`config.mk`:
```
export PLATFORM = sky130hd
export DESIGN_NAME = unit_normalize_seq
export DESIGN_NICKNAME = d
export VERILOG_FILES = /design/src/rtl/fpu_pkg.sv /design/src/rtl/unit_lzc28.sv /design/src/rtl/unit_normalize_seq.sv
export SDC_FILE = /design/constraint.sdc
export NUM_CORES = 1
export LEC_CHECK = 0
export CAP_MARGIN = 0
export CORE_ASPECT_RATIO = 1.25
export CORE_MARGIN = 2
export CORE_UTILIZATION = 30
export CTS_BUF_LIST = sky130_fd_sc_hd__clkbuf_4 sky130_fd_sc_hd__clkbuf_8
export CTS_CLUSTER_DIAMETER = 50
export CTS_CLUSTER_SIZE = 28
export DETAILED_ROUTE_END_ITERATION = 8
export MAX_ROUTING_LAYER = met4
export PLACE_DENSITY = 0.63
export SKIP_LAST_GASP = 1
export SLEW_MARGIN = 20
export SYNTH_ARGS = -nofsm -noshare
export SYNTH_HDL_FRONTEND = slang
export SYNTH_SLANG_ARGS = --single-unit
```
`constraint.sdc`:
```
create_clock -name i_clk -period 8.35 [get_ports i_clk]
set_clock_uncertainty 0.1 [all_clocks]
set_input_delay 1.67 -clock i_clk [delete_from_list [all_inputs] [get_ports i_clk]]
set_output_delay 1.67 -clock i_clk [all_outputs]
set_load 0.005 [all_outputs]
```
`src/rtl/fpu_pkg.sv`:
```
// Shared FPU definitions: widths, normalizer states and mantissa field positions.
package fpu_pkg;

    localparam int EXP_W  = 8;
    localparam int MANT_W = 28;

    localparam logic [7:0] EXP_MAX = 8'hFF;

    // Bit positions inside the 28-bit normalized mantissa, shared with rounding.
    localparam int MANT_HIDDEN_POS = 27;
    localparam int MANT_GUARD_POS  = 3;

    typedef enum logic [1:0] {
        IDLE  = 2'd0,
        SHIFT = 2'd1,
        DONE  = 2'd2
    } norm_state_t;

endpackage

```
`src/rtl/unit_lzc28.sv`:
```
// Combinational leading-zero counter for a 28-bit vector.
// Count is 28 when the input is all zeros; o_zero flags that case.
module unit_lzc28 (
    input  logic [27:0] i_vec,
    output logic [4:0]  o_cnt,
    output logic        o_zero
);

    // Scan upward so the highest set bit is the last one to write the count.
    always_comb begin
        o_cnt = 5'd28;
        for (int i = 0; i < 28; i++) begin
            o_cnt = i_vec[i] ? 5'(27 - i) : o_cnt;
        end
        o_zero = (i_vec == 28'd0);
    end

endmodule

```
`src/rtl/unit_normalize_seq.sv`:
```
// Iterative post-add/sub normalizer feeding the FPU rounding stage.
// Right-shifts a carry out by one, or left-shifts by up to STEP bits per
// cycle until the hidden bit sits at [27], tracking the exponent in EXP_W+1
// bits so underflow/overflow never wraps.
import fpu_pkg::*;

module unit_normalize_seq #(
    parameter int EXP_W  = fpu_pkg::EXP_W,
    parameter int MANT_W = fpu_pkg::MANT_W,
    parameter int STEP   = 4
) (
    input  logic              i_clk,
    input  logic              i_rst_n,
    input  logic              i_valid,
    output logic              o_ready,
    input  logic [EXP_W-1:0]  i_exp,
    input  logic [MANT_W:0]   i_mant,
    input  logic              i_ov_fl,
    output logic              o_valid,
    input  logic              i_ready,
    output logic [EXP_W-1:0]  o_exp,
    output logic [MANT_W-1:0] o_mant,
    output logic              o_ov_fl,
    output logic              o_un_fl,
    output logic              o_zero
);

    localparam logic [EXP_W-1:0] EXP_ONES    = {EXP_W{1'b1}};
    localparam logic [EXP_W-1:0] EXP_PRE_MAX = {{(EXP_W-1){1'b1}}, 1'b0};
    localparam logic [4:0]       STEP_5      = 5'(STEP);

    norm_state_t       state_q, state_d;
    logic [EXP_W:0]    exp_q, exp_d;
    logic [MANT_W-1:0] mant_q, mant_d;
    logic              valid_q, valid_d;
    logic              ov_q, ov_d;
    logic              un_q, un_d;
    logic              zero_q, zero_d;

    logic [4:0]        lz_s;
    logic              lz_zero_s;
    logic [4:0]        k_s;
    logic [EXP_W:0]    k_ext_s;
    logic [MANT_W-1:0] mant_shl_s;

    unit_lzc28 u_lzc (
        .i_vec  (mant_q),
        .o_cnt  (lz_s),
        .o_zero (lz_zero_s)
    );

    // Per-cycle shift distance: leading zeros capped at STEP.
    always_comb begin
        if (lz_s > STEP_5) begin
            k_s = STEP_5;
        end else begin
            k_s = lz_s;
        end
        k_ext_s    = {{(EXP_W-4){1'b0}}, k_s};
        mant_shl_s = mant_q << k_s;
    end

    // Next-state, datapath and flag computation for capture, shift and hold.
    always_comb begin
        state_d = state_q;
        exp_d   = exp_q;
        mant_d  = mant_q;
        valid_d = valid_q;
        ov_d    = ov_q;
        un_d    = un_q;
        zero_d  = zero_q;
        case (state_q)
            IDLE: begin
                if (i_valid) begin
                    ov_d    = 1'b0;
                    un_d    = 1'b0;
                    zero_d  = 1'b0;
                    state_d = DONE;
                    valid_d = 1'b1;
                    if (i_ov_fl || (i_exp == EXP_ONES)) begin
                        exp_d  = {1'b0, EXP_ONES};
                        mant_d = '0;
                        ov_d   = 1'b1;
                    end else if (i_mant == '0) begin
                        exp_d  = '0;
                        mant_d = '0;
                        zero_d = 1'b1;
                    end else if (i_mant[MANT_W]) begin
                        if (i_exp == EXP_PRE_MAX) begin
                            exp_d  = {1'b0, EXP_ONES};
                            mant_d = '0;
                            ov_d   = 1'b1;
                        end else begin
                            // Fold the dropped LSB into sticky so rounding still sees it.
                            exp_d  = {1'b0, i_exp} + {{EXP_W{1'b0}}, 1'b1};
                            mant_d = {i_mant[MANT_W:2], i_mant[1] | i_mant[0]};
                        end
                    end else if (i_mant[MANT_W-1]) begin
                        exp_d  = {1'b0, i_exp};
                        mant_d = i_mant[MANT_W-1:0];
                    end else begin
                        exp_d   = {1'b0, i_exp};
                        mant_d  = i_mant[MANT_W-1:0];
                        state_d = SHIFT;
                        valid_d = 1'b0;
                    end
                end else begin
                    state_d = IDLE;
                end
            end
            SHIFT: begin
                if (lz_zero_s || (exp_q <= k_ext_s)) begin
                    exp_d   = '0;
                    mant_d  = '0;
                    un_d    = 1'b1;
                    state_d = DONE;
                    valid_d = 1'b1;
                end else begin
                    exp_d  = exp_q - k_ext_s;
                    mant_d = mant_shl_s;
                    if (mant_shl_s[MANT_HIDDEN_POS]) begin
                        state_d = DONE;
                        valid_d = 1'b1;
                    end else begin
                        state_d = SHIFT;
                    end
                end
            end
            DONE: begin
                if (i_ready) begin
                    state_d = IDLE;
                    valid_d = 1'b0;
                end else begin
                    state_d = DONE;
                end
            end
            default: begin
                state_d = IDLE;
                valid_d = 1'b0;
            end
        endcase
    end

    // State and result registers with synchronous active-low reset.
    always_ff @(posedge i_clk) begin
        if (!i_rst_n) begin
            state_q <= IDLE;
            exp_q   <= '0;
            mant_q  <= '0;
            valid_q <= 1'b0;
            ov_q    <= 1'b0;
            un_q    <= 1'b0;
            zero_q  <= 1'b0;
        end else begin
            state_q <= state_d;
            exp_q   <= exp_d;
            mant_q  <= mant_d;
            valid_q <= valid_d;
            ov_q    <= ov_d;
            un_q    <= un_d;
            zero_q  <= zero_d;
        end
    end

    assign o_ready = (state_q == IDLE);
    assign o_valid = valid_q;
    assign o_exp   = exp_q[EXP_W-1:0];
    assign o_mant  = mant_q;
    assign o_ov_fl = ov_q;
    assign o_un_fl = un_q;
    assign o_zero  = zero_q;

endmodule

```
# Yosys cells after proc, flatten, opt, wreduce, memory -nomap -nowiden
# Cells that the tools add are included.
[word_totals]
elab_cells = 101
regBits = 43
[classes]
order_cmp = 2
addsub = 2
muxes = 70
bitwise = 1
n_eq_ne = 8
n_reduce_logical = 10
shifts = 1
[op_table]
columns = ["operator", "count"]
rows = [
  ["2-to-1 mux 28 bit", 6],
  ["2-to-1 mux 5 bit", 28],
  ["one-hot mux 28 bit (2 select lines)", 1],
  ["2-to-1 mux 9 bit", 6],
  ["zero test 29 bit", 1],
  ["zero test 28 bit", 1],
  ["<< shifter 28 x 5 -> 28 bit", 1],
  ["one-hot mux 9 bit (2 select lines)", 1],
  ["== test 8 bit, second input constant", 2],
  ["2-to-1 mux 1 bit", 16],
  ["2-to-1 mux 2 bit", 8],
  ["adder 8 x 1 -> 9 bit, second input constant", 1],
  ["less-or-equal comparator 9 x 5 -> 1 bit", 1],
  ["subtractor 9 x 5 -> 9 bit", 1],
  ["!= test 2 bit, second input constant", 3],
  ["one-hot mux 2 bit (3 select lines)", 1],
  ["AND reduction 3 bit", 2],
  ["> comparator 5 x 3 -> 1 bit, second input constant", 1],
  ["AND reduction 2 bit", 2],
  ["2-to-1 mux 3 bit", 1],
  ["!= test 3 bit, second input constant", 1],
  ["one-hot mux 1 bit (3 select lines)", 1],
  ["== test 2 x 1 -> 1 bit, second input constant", 1],
  ["== test 2 bit, second input constant", 1],
  ["5 further kinds", 6],
]

# Depth between registers and ports, before layout
# Gate-level depths: netlist of run 1.
[logic_depth]
ltp_word = 34
depth_mapped = 15

# Hierarchy
# A second synthesis of run 1 with hierarchy kept.
[hier_totals]
hier_cells = 496
hier_area_um2 = 3868.7
[by_module_without_submodules]
columns = ["module", "area_each_um2", "cells_each", "instances", "seq_area_each_um2"]
rows = [
  ["unit_normalize_seq", 3537.1, 436, 1, 860.8],
  ["unit_lzc28", 331.6, 60, 1, 0.0],
]

# Worst setup path before layout of run 1
# OpenSTA, ideal clock, no wires.
[synth_path]
path_type = "input to register"
start = "in i_exp[0]"
end = "reg mant_q[24], in the netlist o_mant[24]"
setup_time_ps = 65
slack_ps = 4938
arrival_ps = 3247
path_buffers = 1
path_stages = 7
t_required_ps = 8185
path_cell_list = "ha_1 a21oi_1 or4b_1 clkbuf_1 o21ai_0 o221ai_1 nor2_1"
[synth_between]
elab_chain_len = 7
word_cells_on_any_way = 9
[synth_rtl]
columns = ["element", "line_no", "text"]
rows = [
  ["start, declared", "unit_normalize_seq.sv:16", "input logic [EXP_W-1:0] i_exp,"],
  ["== test 8 bit", "unit_normalize_seq.sv:89", "if (i_exp == EXP_PRE_MAX) begin"],
  ["2-to-1 mux 28 bit", "unit_normalize_seq.sv:89", ""],
  ["2-to-1 mux 28 bit", "unit_normalize_seq.sv:88", "end else if (i_mant[MANT_W]) begin"],
  ["2-to-1 mux 28 bit", "unit_normalize_seq.sv:84", "end else if (i_mant == '0) begin"],
  ["2-to-1 mux 28 bit (*)", "unit_normalize_seq.sv:80", "if (i_ov_fl || (i_exp == EXP_ONES)) begin"],
  ["2-to-1 mux 28 bit (*)", "unit_normalize_seq.sv:74", "if (i_valid) begin"],
  ["one-hot mux 28 bit (2 select lines) (*)", "unit_normalize_seq.sv:72", "case (state_q)"],
  ["end signal, assigned", "unit_normalize_seq.sv:157", "mant_q <= mant_d;"],
  ["end, declared", "unit_normalize_seq.sv:34", "logic [MANT_W-1:0] mant_q, mant_d;"],
]
# Mark *: on every way between the ends. The rest lies on a longest branch, timed or not. The select of a mux whose other input is x is not followed.
# A chain may end at the register's enable or synchronous reset.

# Worst setup path in the final report of run 1
[layout_path]
start = "in i_mant[28]"
end = "reg mant_q[21], in the netlist o_mant[21]"
[layout_between]
elab_chain_len = 5
word_cells_on_any_way = 6
[layout_rtl]
columns = ["element", "line_no", "text"]
rows = [
  ["start, declared", "unit_normalize_seq.sv:17", "input logic [MANT_W:0] i_mant,"],
  ["zero test 29 bit or 2-to-1 mux 28 bit (tied branches)", "unit_normalize_seq.sv:84, unit_normalize_seq.sv:88", ""],
  ["2-to-1 mux 28 bit (*)", "unit_normalize_seq.sv:84", ""],
  ["2-to-1 mux 28 bit (*)", "unit_normalize_seq.sv:80", ""],
  ["2-to-1 mux 28 bit (*)", "unit_normalize_seq.sv:74", ""],
  ["one-hot mux 28 bit (2 select lines) (*)", "unit_normalize_seq.sv:72", ""],
]
# Marks and branches as above.

==> flow_summary.toml, run 1 <==
[logic_synthesis]
ys_ff_latch = 43
synth_area_leaders = "dfxtp_1 23%, mux2i_1 12%, o21ai_0 11%"
async_flop_share_pct = 0
syn_area_um2 = 3664
netlist-cell-type-count = 65
synth_top_area_share_pct = 23.50
yosysSeqAreaShare_pct = 23.50
syn_inst = 489
synth-edff-count = 0
yosys.area.top_type = "dfxtp_1"
yosys_warnings = 0
avgSynthCellArea_um2 = 7.492
synth_ff_type = "dfxtp_1"

[timing]
tightest_slew_ps = 1006
min_period_ps = 4342
grt_setup_unrepaired = "no"
relSlewSlack_pct = 32.25
finalCritPeriodShare_pct = 52.00
setup_tns_ps = 0
hold_viol_final = 0
fin_ws_ps = 4008
max_freq_mhz = 230.3
setup_viol = 0
report.final.slew_viol_count = 0

[layout]
final_common_cell = "clkdlybuf4s50_1"
syn2layout_area_growth_pct = 25.65
diodes = 0
layout-drive-gt1-share_pct = 5.157
nets = 594
mostFrequentLayoutCells = "81 x clkdlybuf4s50_1, 77 x o21ai_0, 60 x nor2_1"

[floorplanning]
core_area_um2 = 12050
die_area_um2 = 13120
die_x_um = 102.8
die_h_um = 127.6
num_io_pins = 83
initial_utilization_pct = 30.40
rows = 45

[detailed_routing]
viasPerCell = 5.778
wl_mm = 12.80
drt-pass1-iter-count = 5
drtAntennaViolNets = 0
vias = 4085
drtIter0Drc = 305
drc = 0
wl_per_cell_um = 18.10

[clock_tree]
cts_buffer_depth = 2
ctsRootBufferMaster = "clkbuf_8"
ctsHoldBuffers = 0
cts-resized-gates = 0
htreeDepth = 2
cts_tree = "built"
clkTransAtPathRegs_ps = 80
numCtsBuffers = 5
cts_setup_buffers = 0
clock_sinks = 43
clock_latency_ps = 310

[worst_setup_path]
critical_path_arrival_ps = 4480
path_common_cell = "nor2_1"
worst_path_max_delay_cell = "or4b_1"
cp-start-kind = "primary input"
path_buf_inv = 1
cp_top_family = "simple AND/OR/NAND/NOR gates"
critPathMaxFanout = 37
slowest_delay_ps = 830
critPathRequiredTime_ps = 8490
end_kind = "register"
setup.worst_path.class = "in2reg"
crit_chain = "buf_2 > nor2_1 > nand4_1 > nor2_1 > or4b_1 > o21ai_0 > o221ai_1 > nor2_1"

[grt]
antenna_found_initial = 0
grt-ovfl-total = 0
grt_pass1_wl_mm = 20.13
grt_max_degree = 50
grt_use_total_pct = 19.75
grt_pass1_vias = 3853

[power_and_ir_drop]
ir_worst_vdd_uv = 54.51
power_density_nw_per_um2 = 150.8
leakage_nw = 1.801

[placed_design]
globalplace.congestion = 0.8862
dpl.hpwl_mm = 9.301
io_buffers = 82
dpl_worst_slack_ps = 3731

[min_path]
hold_class = "reg2reg"

[run_status]
outcome = "finished clean"

[run]
max-cap-violations = 0
==> worst reg2reg max path, delay by kind of cell (launching register included) <==
family / cells / cell delay, ps
compound gates: 5 / 1300
simple gates: 4 / 1060
buf+inv: 2 / 350
fa+ha+maj: 1 / 250
flops: 1 / 760
==> cell type report <==
class	count	area [um^2]
Fill cell	1299	7446
Sequential cell	43	860.8
Multi-Input combinational cell	396	2564
Tap cell	164	205.2
Inverter	11	43.79
Timing Repair Buffer	87	853.3
Clock buffer	6	76.32
==> metrics by stage <==
| stage | std cells | area (um^2) | total power, mW | hold slack, ps | util, % |
|---|---|---|---|---|---|
| floorplan | 490 | 3667 | 0.4495 | 351.1 | - |
| global placement | 701 | 4527 | 0.5549 | 356.0 | 37.57 |
| detailed placement | 701 | 4527 | 0.5582 | 363.3 | 37.57 |
| CTS | 707 | 4603 | 0.6938 | 378.6 | 38.20 |
| global route | 707 | 4603 | 0.7367 | 415.6 | 38.20 |
| finish | 707 | 4603 | 0.6942 | 379.5 | 38.20 |
==> path summary, 6_finish.rpt <==
kind / endpoint / startpoint / slack, ps / cells past startpoint
hold / removal: o_valid / o_valid / 380 / 2
setup reg to reg: o_mant[26] / o_mant[27] / 4390 / 12
hold reg to reg: o_valid / o_valid / 380 / 2
setup / recovery: o_mant[21] / i_mant[28] / 4010 / 8
==> per-layer routing <==
layer | vias to the layer above | share of wire, % | GRT usage (%)
met5 | - | 0 | -
met4 | 0 | 2.5 | 6.656
met3 | 25 | 6.6 | 2.626
met2 | 175 | 49 | 33.18
met1 | 1955 | 41 | 24.19
li1 | 1930 | - | -
==> report_power, final <==
part	internal, mW	switching, mW
logic	0.140	0.165
clock network	0.0593	0.0746
registers	0.223	0.0320
==> cell families after synthesis <==
logic type | after synthesis | share of synthesized area (%)
buffers and inverters | 51 | 6.694
XOR/XNOR | 11 | 2.630
AO/OA/AOI/OAI | 181 | 30.84
flip-flops | 43 | 23.50
other | 1 | 0.1024
adder cells (fa/ha/maj) | 8 | 2.937
multiplexers | 51 | 14.21
AND/OR/NAND/NOR | 143 | 19.09
==> state kept, by name, summed over array words and instances, names as in the netlist <==
name / count
o_mant: 28
exp_q: 9
state_q: 2
o_ov_fl: 1
o_un_fl: 1
o_valid: 1
o_zero: 1
==> synthesized netlist by cell type, drive strengths merged (7+ instances only) <==
| cell type | instances |
|---|---|
| a21oi | 37 |
| a222oi | 9 |
| a22oi | 7 |
| a31oi | 7 |
| and3 | 8 |
| buf | 20 |
| clkbuf | 20 |
| dfxtp | 43 |
| ha | 7 |
| inv | 11 |
| mux2 | 8 |
| mux2i | 43 |
| nand2 | 25 |
| nand3 | 7 |
| nor2 | 63 |
| nor4 | 11 |
| o21ai | 79 |
| xnor2 | 7 |
Note: power is estimated with default switching activity, not from simulation.
==> inputs of run 2 (changes only) <==
- clock period: 8.35 -> 4.5 ns (I/O delays scaled with it)
==> run 2 against run 1 <==
Compared with the run above:
- power up 86%
- sequential share of layout area is 0.15 points lower
- combinational power grew 89%
- first-iteration DRC count fell by 14%
- register-to-register slack got worse by 3600 ps
- non-clock buffer count increased by 4
- sequential power grew 83%
- critical endpoint is now o_mant[25]
- largest cell class unchanged
==> flow_summary.toml, run 2 (synthesized netlist as in run 1, its figures left out) <==
[run_status]
outcome = "finished clean"

[grt]
grt_pass1_vias = 3876
grt-ovfl-total = 0
grt_max_degree = 38
antenna_found_initial = 0
grt_pass1_wl_mm = 20.20
grt_use_total_pct = 19.98

[worst_setup_path]
slowest_delay_ps = 630
critical_path_arrival_ps = 3830
cp-start-kind = "register"
setup.worst_path.class = "reg2reg"
end_kind = "register"
critPathMaxFanout = 32
critPathRequiredTime_ps = 4640
cp_top_family = "simple AND/OR/NAND/NOR gates"
crit_chain = "buf_4 > or2_1 > nor2_8 > inv_4 > ha_1 > o21a_1 > o31a_1 > o211a_1 > o21ai_4 > nor2_4 > o221ai_1 > a21oi_1"
worst_path_max_delay_cell = "nor2_4"
path_buf_inv = 2

[clock_tree]
ctsHoldBuffers = 0
clock_sinks = 43
numCtsBuffers = 5
cts_setup_buffers = 0
clkTransAtPathRegs_ps = 90
cts-resized-gates = 0
cts_tree = "built"
cts_buffer_depth = 2
htreeDepth = 2
clock_latency_ps = 300
ctsRootBufferMaster = "clkbuf_8"

[timing]
hold_viol_final = 0
grt_setup_unrepaired = "no"
relSlewSlack_pct = 37.33
setup_viol = 0
setup_tns_ps = 0
min_period_ps = 3693
tightest_slew_ps = 939.0
max_freq_mhz = 270.8
finalCritPeriodShare_pct = 82.06
whs_ps = 373.1
report.final.slew_viol_count = 0

[layout]
layout-drive-gt1-share_pct = 6.193
final_common_cell = "clkdlybuf4s50_1"
fillers = 1268
nets = 598
mostFrequentLayoutCells = "81 x clkdlybuf4s50_1, 76 x o21ai_0, 60 x nor2_1"
syn2layout_area_growth_pct = 26.67
diodes = 0
largest_register_ffs = 28

[floorplanning]
num_io_pins = 83
rows = 45
die_area_um2 = 13120
core_area_um2 = 12050
initial_utilization_pct = 30.40
die_x_um = 102.8
die_h_um = 127.6

[detailed_routing]
vias = 4058
drc = 0
viasPerCell = 5.691
wl_per_cell_um = 17.79
drtAntennaViolNets = 0
drtIter0Drc = 263
drt-pass1-iter-count = 8
wl_mm = 12.69

[placed_design]
globalplace.congestion = 0.9478
io_buffers = 82
dpl.hpwl_mm = 9.551

[power_and_ir_drop]
power_density_nw_per_um2 = 279.0
total_power_mw = 1.295
leakage_nw = 1.828
ir_worst_vdd_uv = 139.7

[run]
max-cap-violations = 0

[min_path]
hold_class = "reg2reg"
## run 2: area by class of cell
cell class | instances | area, um^2 | share of cell area (%)
inverters | 11 | 43.79 | 0.9437
repair buffers | 91 | 883.3 | 19.03
flip-flops and latches | 43 | 860.8 | 18.55
clock inverters | 3 | 15.01 | 0.3235
clock buffers | 5 | 68.82 | 1.483
multi-input cells | 396 | 2564 | 55.24
well taps | 164 | 205.2 | 4.422
## run 2: routing by layer
| metal | routed length, um | part of all wire [%] | up-vias | GRT usage, % |
|---|---|---|---|---|
| met1 | 5364 | 42 | 1914 | 25.24 |
| met3 | 738 | 5.8 | 31 | 2.735 |
| met4 | 389 | 3.1 | 0 | 7.043 |
| li1 | - | - | 1949 | - |
| met5 | 0 | 0 | - | - |
| met2 | 6193 | 49 | 164 | 32.49 |
## run 2: through the flow
stage	instance area, um^2	setup slack [ps]	instances	utilization [%]
after floorplan	3667	1198	490	-
after global placement	4557	671.4	705	37.82
after detailed placement	4557	636.5	705	37.82
after CTS	4641	828.5	713	38.52
after global routing	4641	559.4	713	38.52
final	4641	807.3	713	38.52
## run 2: worst register-to-register path, cell delays in order (launching register included)
cell and delay, ps:
dfxtp_1 310, buf_4 160, or2_1 460, nor2_8 350
inv_4 130, ha_1 380, o21a_1 150, o31a_1 180
o211a_1 210, o21ai_4 120, nor2_4 630, o221ai_1 270
a21oi_1 180
## run 2: power by group
part,switching (mW),internal (mW),leakage [nW],total (mW)
logic,0.313,0.264,1.43,0.577
clock network,0.145,0.107,0.0477,0.251
registers,0.0523,0.414,0.355,0.466
## run 2: worst paths after layout
| path | startpoint | to | slack [ps] | depth (start not counted) |
|---|---|---|---|---|
| worst max register to register | o_mant[26] | o_mant[25] | 810 | 12 |
| worst max-delay path | o_mant[26] | o_mant[25] | 810 | 12 |
| worst min-delay path | o_valid | o_valid | 370 | 2 |
| worst min register to register | o_valid | o_valid | 370 | 2 |
